--- config.mk ---
export PLATFORM = sky130hd
export DESIGN_NAME = key_event_queue
export DESIGN_NICKNAME = d
export VERILOG_FILES = /design/src/rtl/key_event_queue.sv
export SDC_FILE = /design/constraint.sdc
export NUM_CORES = 1
export LEC_CHECK = 0
export CAP_MARGIN = 20
export CORE_ASPECT_RATIO = 0.5
export CORE_MARGIN = 3
export CORE_UTILIZATION = 56
export CTS_CLUSTER_DIAMETER = 40
export DETAILED_ROUTE_END_ITERATION = 8
export GPL_ROUTABILITY_DRIVEN = 0
export PLACE_DENSITY = 0.79
export SYNTH_ARGS = -nofsm -noshare
export SYNTH_HDL_FRONTEND = slang
export SYNTH_SLANG_ARGS = --single-unit
export TNS_END_PERCENT = 30
--- constraint.sdc ---
create_clock -name CLK -period 3.3 [get_ports CLK]
set_clock_uncertainty 0.15 [all_clocks]
set_input_delay 0.99 -clock CLK [delete_from_list [all_inputs] [get_ports CLK]]
set_output_delay 0.99 -clock CLK [all_outputs]
set_load 0.02 [all_outputs]
--- src/rtl/key_event_queue.sv ---
// Keypad event queue: debounces the scanner keycode and queues one event per new press.
// The CPU pops events through a single status/data word.
module key_event_queue #(
  parameter int unsigned DEPTH           = 8,
  parameter int unsigned DEBOUNCE_CYCLES = 4
) (
  input  logic                       CLK,
  input  logic                       RST,
  input  logic [4:0]                 keycode,
  input  logic                       popKey,
  output logic [15:0]                keyData,
  output logic [$clog2(DEPTH):0]     keyCount
);

  localparam int unsigned AW = $clog2(DEPTH);
  localparam int unsigned CW = $clog2(DEBOUNCE_CYCLES + 1);
  localparam logic [CW-1:0] CntMax = CW'(DEBOUNCE_CYCLES);
  localparam logic [AW:0]   DepthW = (AW + 1)'(DEPTH);

  logic [4:0]    cand_q, cand_d;
  logic [CW-1:0] cnt_q, cnt_d;
  logic [4:0]    stable_q, stable_d;
  logic          push_req_q, push_req_d;

  logic [AW:0]   wp_q, wp_d;
  logic [AW:0]   rp_q, rp_d;
  logic          overflow_q, overflow_d;
  logic [4:0]    mem [DEPTH];

  logic          empty, full, do_pop, do_push;
  logic [AW:0]   count;

  // Debounce: acceptance uses the post-edge count so stable updates on the Nth sample.
  always_comb begin
    cand_d     = cand_q;
    cnt_d      = cnt_q;
    stable_d   = stable_q;
    if (keycode != cand_q) begin
      cand_d = keycode;
      cnt_d  = CW'(1);
    end else if (cnt_q < CntMax) begin
      cnt_d = cnt_q + CW'(1);
    end
    if (cnt_d == CntMax && cand_d != stable_q) begin
      stable_d = cand_d;
    end
    push_req_d = (stable_d != stable_q) && (stable_d != 5'd0);
  end

  assign count   = wp_q - rp_q;
  assign empty   = (wp_q == rp_q);
  assign full    = (count == DepthW);
  assign do_pop  = popKey && !empty;
  // A pop on the same edge frees the slot, so a push into a full queue still lands.
  assign do_push = push_req_q && (!full || do_pop);

  always_comb begin
    wp_d       = wp_q;
    rp_d       = rp_q;
    overflow_d = overflow_q;
    if (do_push) wp_d = wp_q + (AW + 1)'(1);
    if (do_pop) begin
      rp_d       = rp_q + (AW + 1)'(1);
      overflow_d = 1'b0;
    end else if (push_req_q && full) begin
      overflow_d = 1'b1;
    end
  end

  always_ff @(posedge CLK or posedge RST) begin
    if (RST) begin
      cand_q     <= '0;
      cnt_q      <= '0;
      stable_q   <= '0;
      push_req_q <= 1'b0;
      wp_q       <= '0;
      rp_q       <= '0;
      overflow_q <= 1'b0;
    end else begin
      cand_q     <= cand_d;
      cnt_q      <= cnt_d;
      stable_q   <= stable_d;
      push_req_q <= push_req_d;
      wp_q       <= wp_d;
      rp_q       <= rp_d;
      overflow_q <= overflow_d;
    end
  end

  always_ff @(posedge CLK) begin
    if (do_push) mem[wp_q[AW-1:0]] <= stable_q;
  end

  assign keyData  = {!empty, overflow_q, 9'd0, empty ? 5'd0 : mem[rp_q[AW-1:0]]};
  assign keyCount = count;

endmodule

Yosys cells after proc, flatten, opt, wreduce, memory -nomap -nowiden
Memory sizes are Yosys's and may differ from the RTL's.
Index checks and enable logic that the tools add are counted.
Word-level totals
  RAM bits: 40
  memories kept: 1
  register bits: 23
  output and inout bits: 20
Memories
  mem: words 8, bits a word 5, rd ports 1, clocked after memory_dff 0, wr ports 1, line 28  | logic [4:0] mem [DEPTH];
Operators by class
  eq/ne operators: 6
  reduce and logical (&&, ||, !) cells: 10
  mux-type cells: 9
  $lt $le $gt $ge: 1
  add/sub/neg operators: 4
Operators with widths (count)
  $mux 5: 3
  $ne 5x5->1: 3
  $add 4x1->4 const B: 2
  $mux 3: 2
  $logic_and 1x1->1: 5
  $reduce_bool 5->1: 1
  $eq 4x4->1: 1
  $eq 4x4->1 const B: 1
  $mux 1: 4
  $sub 4x4->4: 1
  $add 3x1->3 const B: 1
  $eq 3x3->1 const B: 1
  $lt 3x3->1 const B: 1
  $logic_not 1->1: 2
  $reduce_bool 2->1: 1
  $logic_or 1x1->1: 1

Logic depth before layout (Yosys ltp)
Gate-level depths: netlist (run 1).
  depth in word-level cells: 8
  gate-level depth with buffers: 8
  gate-level depth less buffers: 8

Worst setup path before layout (run 1)
Ideal clock, no wire load.
  path kind: register to output
  from: register rp_q[1]
  to: output port keyCount[3]
  required time: 2.160 ns
  stages on the path, launching flop included: 7
  path slack: 0.449 ns
  arrival time: 1.711 ns
  path through: dfrtp_1 buf_1 inv_1 ha_1 nand3b_1 and3_1 nor2_1
On the way
  cells in the longest elaborated chain, start to end: 1
RTL lines
  start: declaration: line 26  | logic [AW:0] rp_q, rp_d;
  start signal: assignment: line 85  | rp_q <= rp_d;
  $sub 4x4->4: line 50  | assign count = wp_q - rp_q;
  end: declaration: line 12  | output logic [$clog2(DEPTH):0] keyCount
Every way passes these cells.

Final worst setup path (run 1)
  from: register wp_q[0]
  to: output port keyCount[2]
On the way
  cells in the longest elaborated chain, start to end: 1
RTL lines
  start: declaration: line 25  | logic [AW:0] wp_q, wp_d;
  start signal: assignment: line 84  | wp_q <= wp_d;
  $sub 4x4->4: line 50
Every way passes these cells.

==> key figures, run 1 <==
Timing
  – Fin crit period: 3.21 ns
  – Tcrit/Tclk final: 0.971
  – Final Max Tran Viols: 0
  – Slew headroom: 0.473
  – Setup TNS: 0 ns
  – Setup slack after layout: 0.0949 ns
  – Final Hold Violating Endpoints: 0
  – Highest clock rate: 312 MHz
  – Least-Margin Pin Slew: 0.784 ns
  – Setup violators final: 0
  – RSZ-0062 raised after global routing: no
  – Hold slack final: 0.344 ns

Status
  – Outcome: complete, no violations

Placed design
  – DP Worst Slack: 0.0683 ns
  – I/O Buffers: 18
  – HPWL after detailed placement: 3.81 mm

Critical path
  – Cell family with most CP delay: adder cells
  – CP Buf/Inv Count: 3
  – Worst path max stage delay: 0.43 ns
  – CP Class: flop to output port
  – R2R Setup Slk: 0.35 ns
  – Crit path cell chain: inv_1, ha_1, fa_1, xor2_1, inv_1, dlygate4sd2_1
  – Worst setup SP type: flop
  – Crit. End Element: output port
  – Crit-path max FO: 6
  – Cell mode on critical path: inv_1
  – CP required: 2.16 ns
  – Critical path's slowest cell: dfrtp_2
  – Crit path DAT: 2.07 ns

Global route
  – Global-route usage over all layers: 0.208
  – Antenna violations before repair: 0
  – Number of global-route vias before repair: 1644
  – Largest net degree at the start of global routing: 15
  – Grt ovf: 0
  – Global-route wire length before repair: 8.83 mm

Clock tree
  – H-Tree Level Count: 3
  – CTS tree: built
  – Clock buffer count from CTS: 9
  – Post-CTS Hold Fix Bufs: 0
  – CTS Root Cell: clkbuf_8
  – Worst-case clock buffer depth: 2
  – Sink Count: 63
  – Clock slew at reported path FFs: 0.07 ns
  – Clk_lat worst skew: 0.34 ns

Power and ir drop
  – Leakage Power: 1.26 nW
  – PwrDens: 712 mW/mm2
  – Internal power: 1.53 mW
  – VDD IR max: 316 uV
  – Clock power share: 0.251
  – Sequential power share: 0.380
  – Switching portion of total power: 0.348
  – Combinational share of power: 0.369
  – Power after layout: 2.34 mW
  – Psw: 0.816 mW

Routing
  – Total Routed Length: 5.48 mm
  – ANT nets after route: 0
  – DRC viols: 0
  – Avg WL per Cell: 18.2 um
  – Initial DRC count: 105
  – Routed vias: 1663
  – DR vias/cell: 5.51
  – DRT Pass-1 Iters: 4

Logic synthesis
  – Mapped cell area: 0.00282 mm2
  – Synth Flop Type: edfxtp_1
  – Number of synthesized flops with an enable pin: 40
  – Synth Area per Inst: 14.3 um2
  – FFs w/ async S/R, synth: 0.365
  – Synth top area cells: edfxtp_1 (43%), dfrtp_1 (20%), mux4_2 (8.0%)
  – Largest area contributor in the netlist: edfxtp_1
  – Seq cells post-synth: 63
  – Sequential cell area fraction in the yosys report: 0.631
  – Warnings, synthesis: 0
  – Synth top cells by count: edfxtp_1 (40), dfrtp_1 (23), nand2_1 (15), xnor2_1 (13), nor2_1 (12)
  – Most common cell in the netlist: edfxtp_1
  – Area share of the largest cell type after synthesis: 0.427
  – Syn Inst Count: 197
  – Synth cell types: 34

Final layout
  – Antenna cell count: 0
  – Proportion of layout cells with a drive suffix above 1: 0.216
  – Filler instances: 301
  – # nets final: 246
  – Synth-to-layout area growth: 16.8%

Floorplanning
  – Io pins: 28
  – Area of the core: 0.00462 mm2
  – DIE AREA: 0.00597 mm2
  – FP Rows: 17
  – Chip height: 56.1 um
  – Starting Density: 0.610
  – Die W: 106 um

Min path
  – Hold WC Path Type: flop to flop

Job
  – Max_cap viols: 0
power by group through the flow:
stage,Combinational [mW],Sequential [mW],Clock (mW)
6_report,0.864,0.889,0.589
5_1_grt,0.932,0.893,0.638
4_1_cts,0.872,0.889,0.600
3_5_place_dp,0.928,0.902,0
3_3_place_gp,0.901,0.902,0
2_1_floorplan,0.559,0.907,0
through the flow:
step                      area, um2  utilization  std cells
after floorplan                2850            -        205
after global placement         3110        0.675        286
after detailed placement       3110        0.675        286
after CTS                      3290        0.713        302
after global routing           3290        0.713        302
final                          3290        0.713        302
per-layer routing:
metal,vias to the layer above,wire (um),track usage
li1,752,-,-
met1,820,2300,0.279
met2,78,2580,0.311
met3,13,478,0.0649
met4,0,121,0.0978
met5,-,0,0
worst reg2reg max path: stages (launching register included):
cell      delay (ns)
dfrtp_2         0.43
inv_1           0.12
ha_1            0.24
fa_1            0.39
xor2_1          0.16
nand3_1         0.16
o41ai_4         0.11
nand2b_1        0.20
nor3_1          0.62
final cells by class:
type                    count  area [um2]  area share
inverters                  11        41.3      0.0126
clock inverters             5        32.5     0.00989
repair buffers             33         285      0.0867
multi-input cells         113         928       0.282
clock buffers              11         141      0.0430
flip-flops and latches     63        1780       0.541
well taps                  66        82.6      0.0251
state kept, by name (all words and copies together) (netlist names):
register and flops:
cand_q 5, cnt_q 3, mem 40, overflow_q 1, push_req_q 1, rp_q 4, stable_q 5, wp_q 4
final timing paths:
path / end / cells past startpoint / from
worst max-delay path: keyCount[2] / 6 / wp_q[0]
worst min-delay path: wp_q[3] / 1 / wp_q[3]
worst max register to register: mem[3][4] / 8 / wp_q[0]
worst min register to register: wp_q[3] / 1 / wp_q[3]
max in group asynchronous: cand_q[4] / 3 / RST
min in group asynchronous: overflow_q / 2 / RST
repair_timing:
item                                    in CTS  in global routing
endpoints found under the setup margin       9                  0
gates resized for setup                     13                  0
setup buffers                                0                  0
placed cells by master, fill, tap and decap left out, types with 2 or more instances in the layout:
master,count
buf_4,14
mux2_2,5
dfrtp_1,22
nor3_1,6
dlygate4sd2_1,9
nand2_1,15
ha_1,6
nand3_1,4
clkbuf_8,10
xor2_1,6
edfxtp_1,40
clkinv_2,2
clkdlybuf4s50_1,9
nor3b_1,2
inv_1,11
nor2_1,11
a21oi_1,10
xnor2_1,13
conb_1,9
mux4_2,10
cells by family after synthesis:
group,count (synthesis),share of synthesized area
simple gates,47,0.0796
mux,17,0.108
other cells,1,0.00133
xor+xnor,19,0.0591
flops,63,0.631
buf+inv,29,0.0524
fa+ha+maj,7,0.0338
compound gates,14,0.0351
Note: power is estimated with default switching activity, not from simulation.
==> inputs of run 2 (changes only) <==
- MAX_ROUTING_LAYER: unset -> met4
==> run 2 against run 1 <==
Via count increased by 0.54%. Cell area unchanged. Routed wire length increased by 0.35%. Critical path type unchanged. Non-clock buffer count unchanged. Register-to-register slack about the same. Worst setup slack got worse by 0.0013 ns. Clock power about the same. First-iteration DRC count decreased by 1.9%. Core utilization unchanged. Sequential power about the same.
==> key figures, run 2 (synthesis results as in run 1) <==
Status
  – Outcome: complete, no violations (unchanged)

Global route
  – Antenna violations before repair: 0 (unchanged)
  – Number of global-route vias before repair: 1637 (was 1644)
  – Global-route wire length before repair: 8.86 mm (was 8.83 mm)
  – Met1 Track Usage GR: 0.283 (was 0.279)
  – Largest net degree at the start of global routing: 15 (unchanged)
  – Grt met3 use: 0.0718 (was 0.0649)
  – Global-route usage over all layers: 0.215 (was 0.208)
  – Grt ovf: 0 (unchanged)
  – Grt peak-use layer: met2 (unchanged)
  – Met2 GRT Util: 0.309 (was 0.311)

Final layout
  – Commonest non-fill, non-tap cell in the layout: edfxtp_1 (unchanged)
  – # nets final: 246 (unchanged)
  – Antenna cell count: 0 (unchanged)
  – Most frequent cells in the layout: edfxtp_1 (40), dfrtp_1 (22), nand2_1 (15), buf_4 (14), xnor2_1 (13) (unchanged)
  – Synth-to-layout area growth: 16.8% (unchanged)
  – Proportion of layout cells with a drive suffix above 1: 0.216 (unchanged)
  – Number of flip-flops in the largest register: 40 (unchanged)

Power and ir drop
  – VDD IR max: 316 uV (about the same)
  – Sequential power share: 0.380 (about the same)
  – Clock power share: 0.251 (about the same)
  – Combinational share of power: 0.369 (about the same)
  – Switching portion of total power: 0.348 (about the same)
  – Internal power: 1.53 mW (about the same)
  – Psw: 0.817 mW (was 0.816 mW)
  – PwrDens: 712 mW/mm2 (about the same)
  – Leakage Power: 1.26 nW (unchanged)
  – Power after layout: 2.34 mW (about the same)

Clock tree
  – Clock buffer count from CTS: 9 (unchanged)
  – Clock slew at reported path FFs: 0.07 ns (about the same)
  – Post-CTS Setup Inserts: 0 (unchanged)
  – CTS tree: built (unchanged)
  – Sink Count: 63 (unchanged)
  – H-Tree Level Count: 3 (unchanged)
  – Post-CTS Hold Fix Bufs: 0 (unchanged)
  – Resize count post-CTS: 13 (unchanged)
  – Clk_lat worst skew: 0.34 ns (about the same)
  – CTS Root Cell: clkbuf_8 (unchanged)
  – Worst-case clock buffer depth: 2 (unchanged)

Routing
  – DR vias/cell: 5.54 (was 5.51)
  – Total Routed Length: 5.50 mm (was 5.48 mm)
  – Initial DRC count: 103 (was 105)
  – ANT nets after route: 0 (unchanged)
  – DRT Pass-1 Iters: 4 (unchanged)
  – Routed vias: 1672 (was 1663)
  – Avg WL per Cell: 18.2 um (about the same)
  – DRC viols: 0 (unchanged)

Critical path
  – CP required: 2.16 ns (about the same)
  – Crit. End Element: output port (unchanged)
  – CP Buf/Inv Count: 3 (unchanged)
  – Cell family with most CP delay: adder cells (unchanged)
  – Crit path DAT: 2.07 ns (about the same)
  – Critical path's slowest cell: dfrtp_2 (unchanged)
  – Cell mode on critical path: inv_1 (unchanged)
  – Worst path max stage delay: 0.43 ns (about the same)
  – CP Class: flop to output port (unchanged)
  – Crit path cell chain: inv_1, ha_1, fa_1, xor2_1, inv_1, dlygate4sd2_1 (unchanged)
  – Crit-path max FO: 6 (unchanged)
  – Worst setup SP type: flop (unchanged)
  – R2R depth: 8 (unchanged)
  – CP Depth: 6 (unchanged)

Floorplanning
  – DIE AREA: 0.00597 mm2 (unchanged)
  – Die W: 106 um (unchanged)
  – Area of the core: 0.00462 mm2 (unchanged)
  – FP Rows: 17 (unchanged)
  – Chip height: 56.1 um (unchanged)
  – Io pins: 28 (unchanged)
  – Starting Density: 0.610 (unchanged)

Timing
  – Setup violators final: 0 (unchanged)
  – Hold slack final: 0.341 ns (was 0.344 ns)
  – Highest clock rate: 312 MHz (about the same)
  – Final Max Tran Viols: 0 (unchanged)
  – Final Hold Violating Endpoints: 0 (unchanged)
  – Setup TNS: 0 ns (unchanged)
  – RSZ-0062 raised after global routing: no (unchanged)
  – Setup slack after layout: 0.0936 ns (was 0.0949 ns)
  – Fin crit period: 3.21 ns (about the same)
  – Tcrit/Tclk final: 0.972 (was 0.971)
  – Slew headroom: 0.449 (was 0.473)
  – Least-Margin Pin Slew: 0.820 ns (was 0.784 ns)

Placed design
  – I/O Buffers: 18 (unchanged)
  – HPWL after detailed placement: 3.81 mm (unchanged)
  – DP Worst Slack: 0.0683 ns (unchanged)

Min path
  – Hold WC Path Type: flop to flop (unchanged)
  – Hold depth: 1 (unchanged)

Job
  – Max_cap viols: 0 (unchanged)
[run 2: cell counts in the layout (fill, tap and decap cells not counted)]
Identical to the previous run, type by type.
[run 2: routing by layer]
metal  vias up  routed length (um)
met5         -                   0
met4         0                 119
met3        12                 512
met2        71                2560
met1       837                2310
li1        752                   -
[run 2: area by class of cell]
| cell class | count | area (um2) |
|---|---|---|
| sequential | 63 | 1780 |
| tap | 66 | 82.6 |
| fill | 301 | 1330 |
| timing repair buffer | 33 | 285 |
| inverter | 11 | 41.3 |
| clock buffer | 11 | 141 |
| clock inverter | 5 | 32.5 |
| multi-input combinational | 113 | 928 |
[run 2: path summary, 6_finish.rpt]
| path | startpoint | to | slack, ns |
|---|---|---|---|
| setup reg to reg | wp_q[0] | mem[3][4] | 0.36 |
| max in group asynchronous | RST | stable_q[3] | 1.65 |
| hold / removal | wp_q[3] | wp_q[3] | 0.34 |
| min in group asynchronous | RST | overflow_q | 0.81 |
| hold reg to reg | wp_q[3] | wp_q[3] | 0.34 |
| setup / recovery | wp_q[0] | keyCount[2] | 0.09 |
[run 2: power groups by stage]
stage               Clock, mW  Combinational (mW)  Sequential, mW
finish                  0.589               0.865           0.889
global route            0.639               0.933           0.893
CTS                     0.600               0.872           0.889
detailed placement          0               0.928           0.902
global placement            0               0.901           0.902
floorplan                   0               0.559           0.907
[run 2: through the flow]
step	instances	instance area, um2	util
finish	302	3290	0.713
global route	302	3290	0.713
CTS	302	3290	0.713
detailed placement	286	3110	0.675
global placement	286	3110	0.675
floorplan	205	2850	-
==> inputs of run 3 (changes only) <==
- clock period: 3.3 -> 3.1 ns (I/O delays scaled with it)
==> run 3 against run 2 <==
Worst setup slack worse by 0.0048 ns. Power up 8.3%. Cell area up 1.7%. Clock power up 7.6%. Via count up 0.48%. Sequential power up 6.6%. Combinational power up 10%. Global-route usage down 0.72 points.
==> key figures, run 3 (synthesis results as in run 1) <==
Final layout
  – # nets final: 251 (was 246)
  – Filler instances: 299 (was 301)
  – Number of flip-flops in the largest register: 40 (unchanged)
  – Antenna cell count: 0 (unchanged)
  – Post-route cell area: 0.00335 mm2 (was 0.00329 mm2)
  – Proportion of layout cells with a drive suffix above 1: 0.241 (was 0.216)
  – Area of the multi-input gates: 933 um2 (was 928 um2)
  – Seq. cell area: 0.00178 mm2 (unchanged)
  – Commonest non-fill, non-tap cell in the layout: edfxtp_1 (unchanged)
  – Most frequent cells in the layout: edfxtp_1 (40), dfrtp_1 (22), buf_4 (19), nand2_1 (15), xnor2_1 (13) (was edfxtp_1 (40), dfrtp_1 (22), nand2_1 (15), buf_4 (14), xnor2_1 (13))
  – Synth-to-layout area growth: 18.8% (was 16.8%)

Power and ir drop
  – Power after layout: 2.54 mW (was 2.34 mW)
  – VDD IR max: 443 uV (was 316 uV)
  – PwrDens: 758 mW/mm2 (was 712 mW/mm2)
  – Leakage Power: 1.28 nW (was 1.26 nW)

Routing
  – DRC viols: 0 (unchanged)
  – Avg WL per Cell: 17.6 um (was 18.2 um)
  – DRT Pass-1 Iters: 4 (unchanged)
  – Routed vias: 1680 (was 1672)
  – DR vias/cell: 5.47 (was 5.54)
  – Initial DRC count: 194 (was 103)
  – Total Routed Length: 5.39 mm (was 5.50 mm)
  – ANT nets after route: 0 (unchanged)

Critical path
  – Crit. End Element: output port (unchanged)
  – Worst setup SP type: flop (unchanged)
  – CP required: 2.02 ns (was 2.16 ns)
  – Crit-path max FO: 4 (was 6)
  – Crit path DAT: 1.93 ns (was 2.07 ns)
  – CP Class: flop to output port (unchanged)

Timing
  – Least-Margin Pin Slew: 0.799 ns (was 0.820 ns)
  – Highest clock rate: 332 MHz
  – Fin crit period: 3.01 ns
  – Setup violators final: 0 (unchanged)
  – RSZ-0062 raised after global routing: yes (was no)
  – Setup slack after layout: 0.0888 ns (was 0.0936 ns)
  – Final Max Tran Viols: 0 (unchanged)
  – Tcrit/Tclk final: 0.971
  – Slew headroom: 0.463 (was 0.449)
  – Final Hold Violating Endpoints: 0 (unchanged)
  – Hold slack final: 0.359 ns (was 0.341 ns)

Placed design
  – DP Worst Slack: 0.0285 ns (was 0.0683 ns)
  – Area post-placement: 0.00316 mm2 (was 0.00311 mm2)
  – I/O Buffers: 18 (unchanged)
  – HPWL after detailed placement: 3.65 mm (was 3.81 mm)

Global route
  – Global-route wire length before repair: 8.87 mm (was 8.86 mm)
  – Grt ovf: 0 (unchanged)
  – Global-route usage over all layers: 0.208 (was 0.215)
  – Largest net degree at the start of global routing: 15 (unchanged)
  – Number of global-route vias before repair: 1787 (was 1637)
  – Antenna violations before repair: 0 (unchanged)

Min path
  – Hold WC Path Type: flop to flop (unchanged)

Status
  – Outcome: complete, no violations (unchanged)

Floorplanning
  – Die W: 106 um (unchanged)
  – Area of the core: 0.00462 mm2 (unchanged)
  – FP Rows: 17 (unchanged)
  – Chip height: 56.1 um (unchanged)
  – Io pins: 28 (unchanged)
  – Starting Density: 0.610 (unchanged)
  – DIE AREA: 0.00597 mm2 (unchanged)

Clock tree
  – Post-CTS Hold Fix Bufs: 0 (unchanged)
  – CTS tree: built (unchanged)
  – CTS Root Cell: clkbuf_8 (unchanged)
  – Worst-case clock buffer depth: 2 (unchanged)
  – Post-CTS Setup Inserts: 0 (unchanged)
  – Clock slew at reported path FFs: 0.06 ns (was 0.07 ns)
  – Clk_lat worst skew: 0.33 ns (was 0.34 ns)
  – Clock buffer count from CTS: 9 (unchanged)
  – Resize count post-CTS: 12 (was 13)
  – Sink Count: 63 (unchanged)
  – H-Tree Level Count: 3 (unchanged)

Job
  – Max_cap viols: 0 (unchanged)
==> run 3: area by class of cell <==
cell class	count	area share
Tap cell	66	0.0247
Inverter	11	0.0123
Timing Repair Buffer	38	0.0999
Clock inverter	3	0.00524
Clock buffer	13	0.0475
Multi-Input combinational cell	113	0.279
Sequential cell	63	0.531
==> run 3: path summary, 6_finish.rpt <==
path                              start           to  slack [ns]  cells past startpoint
worst min-delay path            wp_q[3]      wp_q[3]        0.36                      1
worst min register to register  wp_q[3]      wp_q[3]        0.36                      1
worst max-delay path            wp_q[0]  keyCount[2]        0.09                      6
worst max register to register  wp_q[0]    mem[0][0]        0.30                      8
min in group asynchronous           RST   overflow_q        0.74                      2
max in group asynchronous           RST  stable_q[4]        1.51                      3
==> run 3: worst max-delay path: stages (launching register included) <==
cell and delay [ns]:
dfrtp_1 0.35, inv_1 0.10, ha_1 0.24, fa_1 0.38
xor2_1 0.18, inv_1 0.06, clkdlybuf4s15_1 0.29
==> run 3: stage by stage <==
step	TNS, ns	util	cells
after CTS	0	0.723	307
after floorplan	0	-	205
after global placement	0	0.686	291
after detailed placement	0	0.686	291
after global routing	-0.0317	0.725	307
final	0	0.725	307
==> run 3: layer usage <==
metal  share of wire  vias up  wire [um]  global-route usage
met3           0.063       11        341              0.0521
li1                -      757          -                   -
met2            0.48       75       2610               0.327
met4           0.015        0         80              0.0886
met1            0.44      837       2360               0.259
met5               0        -          0                   -
==> run 3: power by group <==
| part | internal [mW] | total, mW | switching, mW |
|---|---|---|---|
| clock network | 0.332 | 0.634 | 0.302 |
| logic | 0.421 | 0.955 | 0.535 |
| registers | 0.920 | 0.948 | 0.0280 |
| total | 1.67 | 2.54 | 0.865 |
